`src/rtl/cla_word_sequencer.sv`:
```
// cla_word_sequencer: adds two WORD_BYTES-byte operands by sending them one
// byte slice at a time through an external registered 8-bit CLA. Each slice
// takes one issue cycle plus ADD_LATENCY wait cycles, and the carry is chained
// from one slice to the next.
// Optional feature: define CLA_SEQ_OVERFLOW_EN to add the out_ovf output
// (signed-overflow flag for the completed word).
module cla_word_sequencer #(
    parameter int WORD_BYTES  = 4,
    parameter int ADD_LATENCY = 2
) (
    input  logic                    clk,
    input  logic                    reset,
    input  logic                    in_valid,
    output logic                    in_ready,
    input  logic [8*WORD_BYTES-1:0] in_a,
    input  logic [8*WORD_BYTES-1:0] in_b,
    input  logic                    in_cin,
    output logic [7:0]              add_a,
    output logic [7:0]              add_b,
    output logic                    add_cin,
    input  logic [7:0]              add_sum,
    input  logic                    add_cout,
    output logic                    out_valid,
    input  logic                    out_ready,
    output logic [8*WORD_BYTES-1:0] out_sum,
    output logic                    out_cout
`ifdef CLA_SEQ_OVERFLOW_EN
    ,
    output logic                    out_ovf
`endif
);

    localparam int         W         = 8 * WORD_BYTES;
    localparam logic [2:0] K_LAST    = 3'(WORD_BYTES - 1);
    localparam logic [1:0] WAIT_LAST = 2'(ADD_LATENCY - 1);

    typedef enum logic [1:0] {IDLE, ISSUE, WAIT, DONE} state_t;

    state_t       state_q, state_d;
    logic [W-1:0] a_q, b_q, sum_q;
    logic         carry_q;
    logic [2:0]   k_q;
    logic [1:0]   wait_q;
    logic         accept, sample, last_slice;
    logic [2:0]   issue_k;
    logic [7:0]   issue_a_d, issue_b_d;
    logic         issue_cin_d;
    logic [7:0]   add_a_q, add_b_q;
    logic         add_cin_q;

    // Selects byte idx of a word. A loop over constant offsets keeps every
    // part-select in range whatever the index value is.
    function automatic logic [7:0] byte_of(input logic [W-1:0] w, input logic [2:0] idx);
        byte_of = 8'h00;
        for (int i = 0; i < WORD_BYTES; i++) begin
            if (idx == 3'(i)) byte_of = w[8*i +: 8];
        end
    endfunction

    assign accept     = (state_q == IDLE) && in_valid;
    assign sample     = (state_q == WAIT) && (wait_q == WAIT_LAST);
    assign last_slice = (k_q == K_LAST);

    // State register.
    always_ff @(posedge clk or posedge reset) begin
        if (reset) state_q <= IDLE;
        else       state_q <= state_d;
    end

    // Next-state logic: one issue cycle and ADD_LATENCY wait cycles per slice.
    always_comb begin
        state_d = state_q;
        case (state_q)
            IDLE:    if (in_valid) state_d = ISSUE;
            ISSUE:   state_d = WAIT;
            WAIT:    if (sample) state_d = last_slice ? DONE : ISSUE;
            DONE:    if (out_ready) state_d = IDLE;
            default: state_d = IDLE;
        endcase
    end

    // Handshake outputs, decoded from the state. Reset masks in_ready at once.
    always_comb begin
        in_ready  = (state_q == IDLE) && !reset;
        out_valid = (state_q == DONE);
    end

    // Operands for the next issue. On accept the registers are not loaded
    // yet, so slice 0 comes from the inputs; later slices take the next byte
    // and the carry the adder is returning right now.
    always_comb begin
        issue_k     = (state_q == IDLE) ? 3'd0 : k_q + 3'd1;
        issue_a_d   = (state_q == IDLE) ? in_a[7:0] : byte_of(a_q, issue_k);
        issue_b_d   = (state_q == IDLE) ? in_b[7:0] : byte_of(b_q, issue_k);
        issue_cin_d = (state_q == IDLE) ? in_cin : add_cout;
    end

    // Adder interface flops: they hold a slice only while in ISSUE, zero otherwise.
    always_ff @(posedge clk or posedge reset) begin
        if (reset) begin
            add_a_q   <= 8'h00;
            add_b_q   <= 8'h00;
            add_cin_q <= 1'b0;
        end else if (state_d == ISSUE) begin
            add_a_q   <= issue_a_d;
            add_b_q   <= issue_b_d;
            add_cin_q <= issue_cin_d;
        end else begin
            add_a_q   <= 8'h00;
            add_b_q   <= 8'h00;
            add_cin_q <= 1'b0;
        end
    end

    // Operand capture, wait counter, slice index, carry chain and result assembly.
    always_ff @(posedge clk or posedge reset) begin
        if (reset) begin
            a_q     <= '0;
            b_q     <= '0;
            sum_q   <= '0;
            carry_q <= 1'b0;
            k_q     <= 3'd0;
            wait_q  <= 2'd0;
        end else begin
            if (accept) begin
                a_q     <= in_a;
                b_q     <= in_b;
                carry_q <= in_cin;
                k_q     <= 3'd0;
            end
            if (state_q == ISSUE) begin
                wait_q <= 2'd0;
            end else if ((state_q == WAIT) && !sample) begin
                wait_q <= wait_q + 2'd1;
            end
            if (sample) begin
                for (int i = 0; i < WORD_BYTES; i++) begin
                    if (k_q == 3'(i)) sum_q[8*i +: 8] <= add_sum;
                end
                carry_q <= add_cout;
                if (!last_slice) k_q <= k_q + 3'd1;
            end
        end
    end

    assign add_a    = add_a_q;
    assign add_b    = add_b_q;
    assign add_cin  = add_cin_q;
    assign out_sum  = sum_q;
    assign out_cout = carry_q;

`ifdef CLA_SEQ_OVERFLOW_EN
    // Signed overflow: the operands share a sign and the result sign differs.
    // It is built from held registers, so it is stable in DONE and 0 after reset.
    assign out_ovf = (a_q[W-1] == b_q[W-1]) && (sum_q[W-1] != a_q[W-1]);
`endif

endmodule

```
`config.mk`:
```
export PLATFORM = sky130hd
export DESIGN_NAME = cla_word_sequencer
export DESIGN_NICKNAME = d
export VERILOG_FILES = /design/src/rtl/cla_word_sequencer.sv
export SDC_FILE = /design/constraint.sdc
export NUM_CORES = 1
export LEC_CHECK = 0
export CAP_MARGIN = 10
export CORE_ASPECT_RATIO = 1.75
export CORE_MARGIN = 1
export CORE_UTILIZATION = 50
export CTS_BUF_LIST = sky130_fd_sc_hd__clkbuf_8
export DETAILED_ROUTE_END_ITERATION = 8
export DONT_BUFFER_PORTS = 1
export PLACE_DENSITY = 0.62
export REMOVE_ABC_BUFFERS = 1
export SETUP_SLACK_MARGIN = 0.05
export SKIP_CTS_REPAIR_TIMING = 1
export SLEW_MARGIN = 20
export SYNTH_ARGS = -nofsm -noshare
export SYNTH_HDL_FRONTEND = slang
export SYNTH_SLANG_ARGS = --single-unit
```
`constraint.sdc`:
```
create_clock -name clk -period 7.6 [get_ports clk]
set_input_delay 1.52 -clock clk [delete_from_list [all_inputs] [get_ports clk]]
set_output_delay 1.52 -clock clk [all_outputs]
set_load 0.01 [all_outputs]
```
=== Word-level counts from Yosys, hierarchy flattened ===
Cells that the tools add are included.

* Input bits: 78
* Logic and storage cells: 68
* Bits in registers: 121

* Add/sub/neg operators: 2
* Muxes and demuxes: 27
* Reduce and logical (&&, ||, !) cells: 15
* Eq/ne operators: 11

{| class="wikitable"
|+ Operator list
! cell !! number
|-
| 2-to-1 mux 8 bit || 12
|-
| equality test 3 x 2 -> 1 bit, second input constant || 4
|-
| 2-to-1 mux 2 bit || 6
|-
| 2-to-1 mux 3 bit || 4
|-
| case mux 2 bit (4 select lines) || 1
|-
| AND reduction 2 bit || 4
|-
| equality test 2 x 1 -> 1 bit, second input constant || 3
|-
| equality test 3 x 1 -> 1 bit, second input constant || 2
|-
| zero test 3 bit || 2
|-
| equality test 2 bit, second input constant || 2
|-
| logical AND 1 bit || 4
|-
| 2-to-1 mux 1 bit || 4
|-
| nonzero test 2 bit || 2
|-
| adder 3 x 1 -> 3 bit, second input constant || 1
|-
| adder 2 x 1 -> 2 bit, second input constant || 1
|-
| zero test 1 bit || 2
|-
| zero test 2 bit || 1
|}

=== Depth between registers and ports, before layout ===
Gate-level depths: netlist of the first run.

* Word-level depth: 9
* Depth in mapped cells: 10

=== Worst setup path after synthesis of the first run ===
OpenSTA, ideal clock, no wires.

* Path kind: input -> output
* Start point: input port reset
* End point: output port in_ready
* Setup slack: 4,301 ps
* Path buffers: 0
* Stages on the path: 1
* Arrival time: 1,779 ps
* Cell sequence: nor3_1

* Word-level cells in the longest chain between the ends: 2

{| class="wikitable"
|+ Ends and longest elaborated chain
! element !! line !! source
|-
| from (decl) || 12 || <nowiki>input logic reset,</nowiki>
|-
| zero test 1 bit (no source line) || -- ||
|-
| logical AND 1 bit || 84 || <nowiki>in_ready = (state_q == IDLE) && !reset;</nowiki>
|-
| to (decl) || 14 || <nowiki>output logic in_ready,</nowiki>
|}

No other way between the ends.

=== Worst setup path after layout of the first run ===
Same ends and word-level chain as after synthesis.

==> results of run 1 <==
## layer usage
layer  vias up  global-route usage, %  wire, um  part of all wire (%)
li1       1669                      -         -                     -
met1      1917                  25.10      4943                    38
met2       128                  39.30      7183                    55
met3        12                  7.192       793                   6.1
met4         0                  9.982       184                   1.4
met5         -                      0         0                     0
## through the flow
stage               total power (uW)  setup WS (ns)  cell area (um2)  instances  utilization, %
floorplan                       1987          2.866             5593        420               -
detailed placement              2305          4.161             5809        557           52.02
global route                    3030          4.178             6198        587           55.51
global placement                2253          4.222             5804        557           51.98
finish                          2844          4.252             6198        587           55.51
CTS                             2875          4.154             6197        587           55.50
## cell type report
| type | instances | area, um2 | share of cell area [%] |
|---|---|---|---|
| Inverter | 8 | 32.53 | 0.5248 |
| Clock buffer | 21 | 289.0 | 4.663 |
| Clock inverter | 9 | 98.84 | 1.595 |
| Multi-Input combinational cell | 291 | 2546 | 41.08 |
| Sequential cell | 121 | 3029 | 48.87 |
| Timing Repair Buffer | 5 | 37.54 | 0.6056 |
| Tap cell | 132 | 165.2 | 2.665 |
## state kept, by name, indices dropped and copies added, names as in the netlist
| name | count |
|---|---|
| out_sum | 32 |
| add_b | 8 |
| wait_q | 2 |
| out_cout | 1 |
| add_cin | 1 |
| k_q | 3 |
| b_q | 32 |
| state_q | 2 |
| a_q | 32 |
| add_a | 8 |
## Yosys cell counts, drive strengths merged
| cell | number |
|---|---|
| dfrtp | 121 |
| and4b | 16 |
| clkbuf | 21 |
| nand2b | 1 |
| buf | 18 |
| o21a | 2 |
| nor3b | 18 |
| a32o | 1 |
| nor3 | 1 |
| nand3b | 18 |
| nor4bb | 1 |
| nor2b | 1 |
| and4bb | 1 |
| and2 | 18 |
| or3b | 1 |
| a21oi | 6 |
| a21o | 16 |
| and3b | 1 |
| mux2 | 96 |
| a2111oi | 16 |
| inv | 8 |
| a211oi | 32 |
| nand3 | 5 |
| nor2 | 2 |
| mux2i | 1 |
| nand2 | 8 |
| o211ai | 1 |
| ha | 7 |
| o21ai | 20 |
| nand4bb | 1 |
## kinds of logic (layout without fill, tap and decap cells)
| group | count (synthesis) | after routing | synth area share [%] |
|---|---|---|---|
| AOI/OAI and AO/OA | 94 | 94 | 11.48 |
| adders and majority gates | 7 | 7 | 1.517 |
| buffers and inverters | 47 | 43 | 3.662 |
| DFF | 121 | 121 | 52.44 |
| muxes | 97 | 97 | 19.22 |
| and+or+nand+nor | 93 | 93 | 11.68 |
## where the power goes
part | internal, uW | total (uW) | leakage, uW | switching, uW
logic | 514 | 1040 | 0.000940 | 523
registers | 965 | 1250 | 0.00146 | 283
clock network | 319 | 558 | 0.000201 | 239
## worst min path at each step
stage,from,to,slack (ns),cells after the start
detailed placement,b_q[17],b_q[17],0.49,1
global route,a_q[1],a_q[1],0.51,1
CTS,b_q[17],b_q[17],0.50,1
floorplan,wait_q[1],wait_q[1],0.47,2
global placement,a_q[1],a_q[1],0.48,1
finish,a_q[11],a_q[11],0.50,1
==> out/metrics.cfg, run 1 <==
[critical_path]
critical_register_to_register_path_endpoint=add_a[2]
critical_path_peak_fanout=2
critPathLaunchType=input pin
crit_path_cell_trace=nor3_1
regToRegStartpoint=k_q[0]
rrSetupSlack_ns=4.41
worst_path_max_delay_cell=nor3_1
cp-end-kind=output port
critPathCapture=in_ready
critPathLaunch=reset
worst-endpoint-arrival_ns=1.83
worstPathBufferInverterCount=0
cp.required_ns=6.08
worst-r2r-cell-count=6
timing.critical_path.slowest_cell_delay_ns=0.31
kind_of_critical_path=in2out
path_depth=1
cpLargestDelayFamily=simple AND/OR/NAND/NOR gates

[global_route]
grtUsageTotal_pct=22.51
grt_pass1_wl_um=20530
via_count_of_the_first_global_routing_pass=3887
initial_antenna_violation_count=0
globalRouteOverflowTotal=0
largest_net_degree_at_the_start_of_global_routing=70

[sta]
final_hold_viol_count=0
slew_viol_final=0
setup_viol=0
hold_slack_ns=0.5001
timing.setup.tns_ns=0
setup_repair_after_global_routing_missed_its_margin=false
clock_skew_ns=0.008827
worst_slew_margin_rel_pct=28.69
clock.fmax_ghz=0.2987
layout_worst_path_cycle_share_pct=44.05
worst_slew_pin_slew_ns=1.070
finalWorstPathRequiredPeriod_ns=3.348

[cells_and_area]
antenna_cells_inserted=0
final.fill_count=962
p_r_area_growth_vs_syn_pct=7.346
final_nets=529
leading_cell_type_in_the_layout_fill_and_taps_excluded=dfrtp_1
share_of_layout_cells_above_drive_strength_1_pct=29.45
final_cell_mix=dfrtp_1, mux2_2, a211oi_1, clkbuf_8, o21ai_0

[clock_network]
cts_buffer_depth=2
cts.sinks=121
htree_num_levels=4
clock_insertion_delay_at_the_later_pin_of_the_skew_report_ns=0.43
clock_tree_from_tritoncts=yes
clkTransAtPathRegs_ns=0.06
clock-root-buffer=clkbuf_8
cts_buffers=17

[logic_synthesis]
netlist-cell-type-count=36
seq_area_frac_synth_pct=52.44
postSynthRegisterBits=121
yosys-top-cells-area=dfrtp_1, mux2_2, a211oi_1
post_synth.cell_area_avg_um2=12.58
post_synth_top_area_cell=dfrtp_1
synth.top_cell.area_share_pct=52.44
netlist_instances=459
synthesis.area_um2=5774
yosysWarnings=0

[routing]
route.final.wire_length_um=13110
drc=0
postRouteAntennaNets=0
detail_route.vias_per_cell=6.348
routed_wire_length_per_instance_um=22.33
vias_post_dr=3726
drt-pass1-iter-count=4
detailedRoute.firstIterationViolations=248

[placement]
hpwl_um=8367
port_buffers=0
routabilityCongestion=0.7666

[floorplanning]
placeable_area_um2=11170
dieArea_um2=12000
die-width_um=83.24
design.portCount=130
dieHeight_um=144.2
initial_core_util_pct=51.71
num_rows=51

[min_path]
hold_path.class=reg2reg

[power_and_ir_drop]
irDropWorstVdd_mv=0.2494
power.leakage_uw=0.002601
power_density_nw_per_um2=458.8

[outcome]
outcome=finished, final reports clean

[flow_run]
timing.max_cap.violations=0

(Power assumes the default switching activity.)
==> run 2, diff against run 1 <==
- clock period: 7.6 -> 3.2 ns (I/O delays scaled with it)
==> run 2 against run 1 <==
Clock-buffer cell count fell by 2. Die area unchanged. Clock skew down 0.0013 ns. Hold slack got worse by 0.34 ns. Total power increased by 140%. First-iteration DRC count fell by 0.81%. Via count grew 1.9%. Combinational power increased by 140%. Design area is 1.6% higher. Cell count up 1.4%. Critical endpoint is now add_a[4].
==> out/metrics.cfg, run 2 (synthesis gave the netlist of run 1 again) <==
[critical_path]
rrSetupSlack_ns=0.40
cp.required_ns=3.55
cp-end-kind=register
kind_of_critical_path=reg2reg
critPathLaunchType=register
critical_path_peak_fanout=54
worst-endpoint-arrival_ns=3.15

[clock_network]
clock-root-buffer=clkbuf_8
clkTransAtPathRegs_ns=0.08
clock_tree_from_tritoncts=yes
cts_buffer_depth=2
cts_buffers=17
clock_insertion_delay_at_the_later_pin_of_the_skew_report_ns=0.44
htree_num_levels=4
cts.sinks=121

[power_and_ir_drop]
internal_power_contribution_uw=4358
p_sw_uw=2581
switching_share_pct=37.20
power.leakage_uw=0.002634
share_comb_of_total_power_pct=36.4
power.share.sequential_pct=42.6
power_density_nw_per_um2=1102
share_clk_of_total_power_pct=21.1
irDropWorstVdd_mv=0.5875
total_power_uw=6939

[routing]
drt-pass1-iter-count=4
detail_route.vias_per_cell=6.380
drc=0
routed_wire_length_per_instance_um=22.60
detailedRoute.firstIterationViolations=246
vias_post_dr=3796
postRouteAntennaNets=0
route.final.wire_length_um=13450

[outcome]
outcome=finished, final reports clean

[floorplanning]
dieHeight_um=144.2
placeable_area_um2=11170
die-width_um=83.24
initial_core_util_pct=51.71
num_rows=51
design.portCount=130
dieArea_um2=12000

[sta]
clock.fmax_ghz=0.3574
worst_slew_pin_slew_ns=0.9677
timing.setup.tns_ns=0
clock_skew_ns=0.007535
finalWorstPathRequiredPeriod_ns=2.798
layout_worst_path_cycle_share_pct=87.43
setup_repair_after_global_routing_missed_its_margin=false
slew_viol_final=0
setup_viol=0
worst_slew_margin_rel_pct=35.45
hold_slack_ns=0.1591
final_hold_viol_count=0

[global_route]
globalRouteOverflowTotal=0
largest_net_degree_at_the_start_of_global_routing=56
grt_pass1_wl_um=21590
grtUsageTotal_pct=23.61
initial_antenna_violation_count=0
via_count_of_the_first_global_routing_pass=4144

[cells_and_area]
finish.instance_area_um2=6296
share_of_layout_cells_above_drive_strength_1_pct=30.89
p_r_area_growth_vs_syn_pct=9.036
final_cell_mix=dfrtp_1, mux2_2, a211oi_1, o21ai_0, clkbuf_8
final_nets=535
instances_no_fill=595
antenna_cells_inserted=0
leading_cell_type_in_the_layout_fill_and_taps_excluded=dfrtp_1

[flow_run]
timing.max_cap.violations=0

[placement]
place.detailed.instances=563
hpwl_um=8967
routabilityCongestion=0.7956
port_buffers=0
placed_area_um2=5862

[min_path]
hold_path.class=in2async

## run 2: area by class of cell
cell class              instances  area (um2)
fillers                       942        4871
well taps                     132       165.2
clock buffers                  19       261.5
repair buffers                 11       95.09
inverters                       8       32.53
multi-input cells             291        2541
clock inverters                13       171.4
flip-flops and latches        121        3029
## run 2: metrics by stage
step	setup slack [ns]	util, %
2_1_floorplan	-0.6542	-
3_5_place_dp	0.1729	52.49
3_3_place_gp	0.3660	52.43
4_1_cts	0.1732	56.37
5_1_grt	0.09381	56.38
6_report	0.4022	56.38
## run 2: path summary, 6_finish.rpt
path	endpoint	cells after the start	from
max in group asynchronous	k_q[0]	2	reset
setup reg to reg	add_a[4]	6	k_q[0]
setup / recovery	add_a[4]	6	k_q[0]
hold reg to reg	a_q[18]	1	a_q[18]
min in group clk	state_q[1]	1	out_ready
hold / removal	out_sum[3]	1	reset
## run 2: routing by layer
metal	up-vias	global-route usage [%]	wire (um)	part of all wire, %
met4	0	12.43	327	2.4
met1	1936	26.88	4955	37
li1	1692	-	-	-
met2	141	40.38	7227	54
met5	-	0	0	0
met3	27	6.564	939	7.0
## run 2: power by group through the flow
stage / clock, uW / combinational [uW] / sequential [uW]
finish: 1460 / 2520 / 2950
global route: 1550 / 2790 / 3050
CTS: 1490 / 2530 / 2960
detailed placement: 0 / 2520 / 2990
global placement: 0 / 2410 / 2980
floorplan: 0 / 1880 / 2840
## run 2: critical path: stages (launching register included)
cell	delay (ns)
dfrtp_2	0.36
buf_4	0.41
inv_1	0.13
ha_1	0.48
and2_0	0.81
o21ai_0	0.25
a211oi_1	0.26
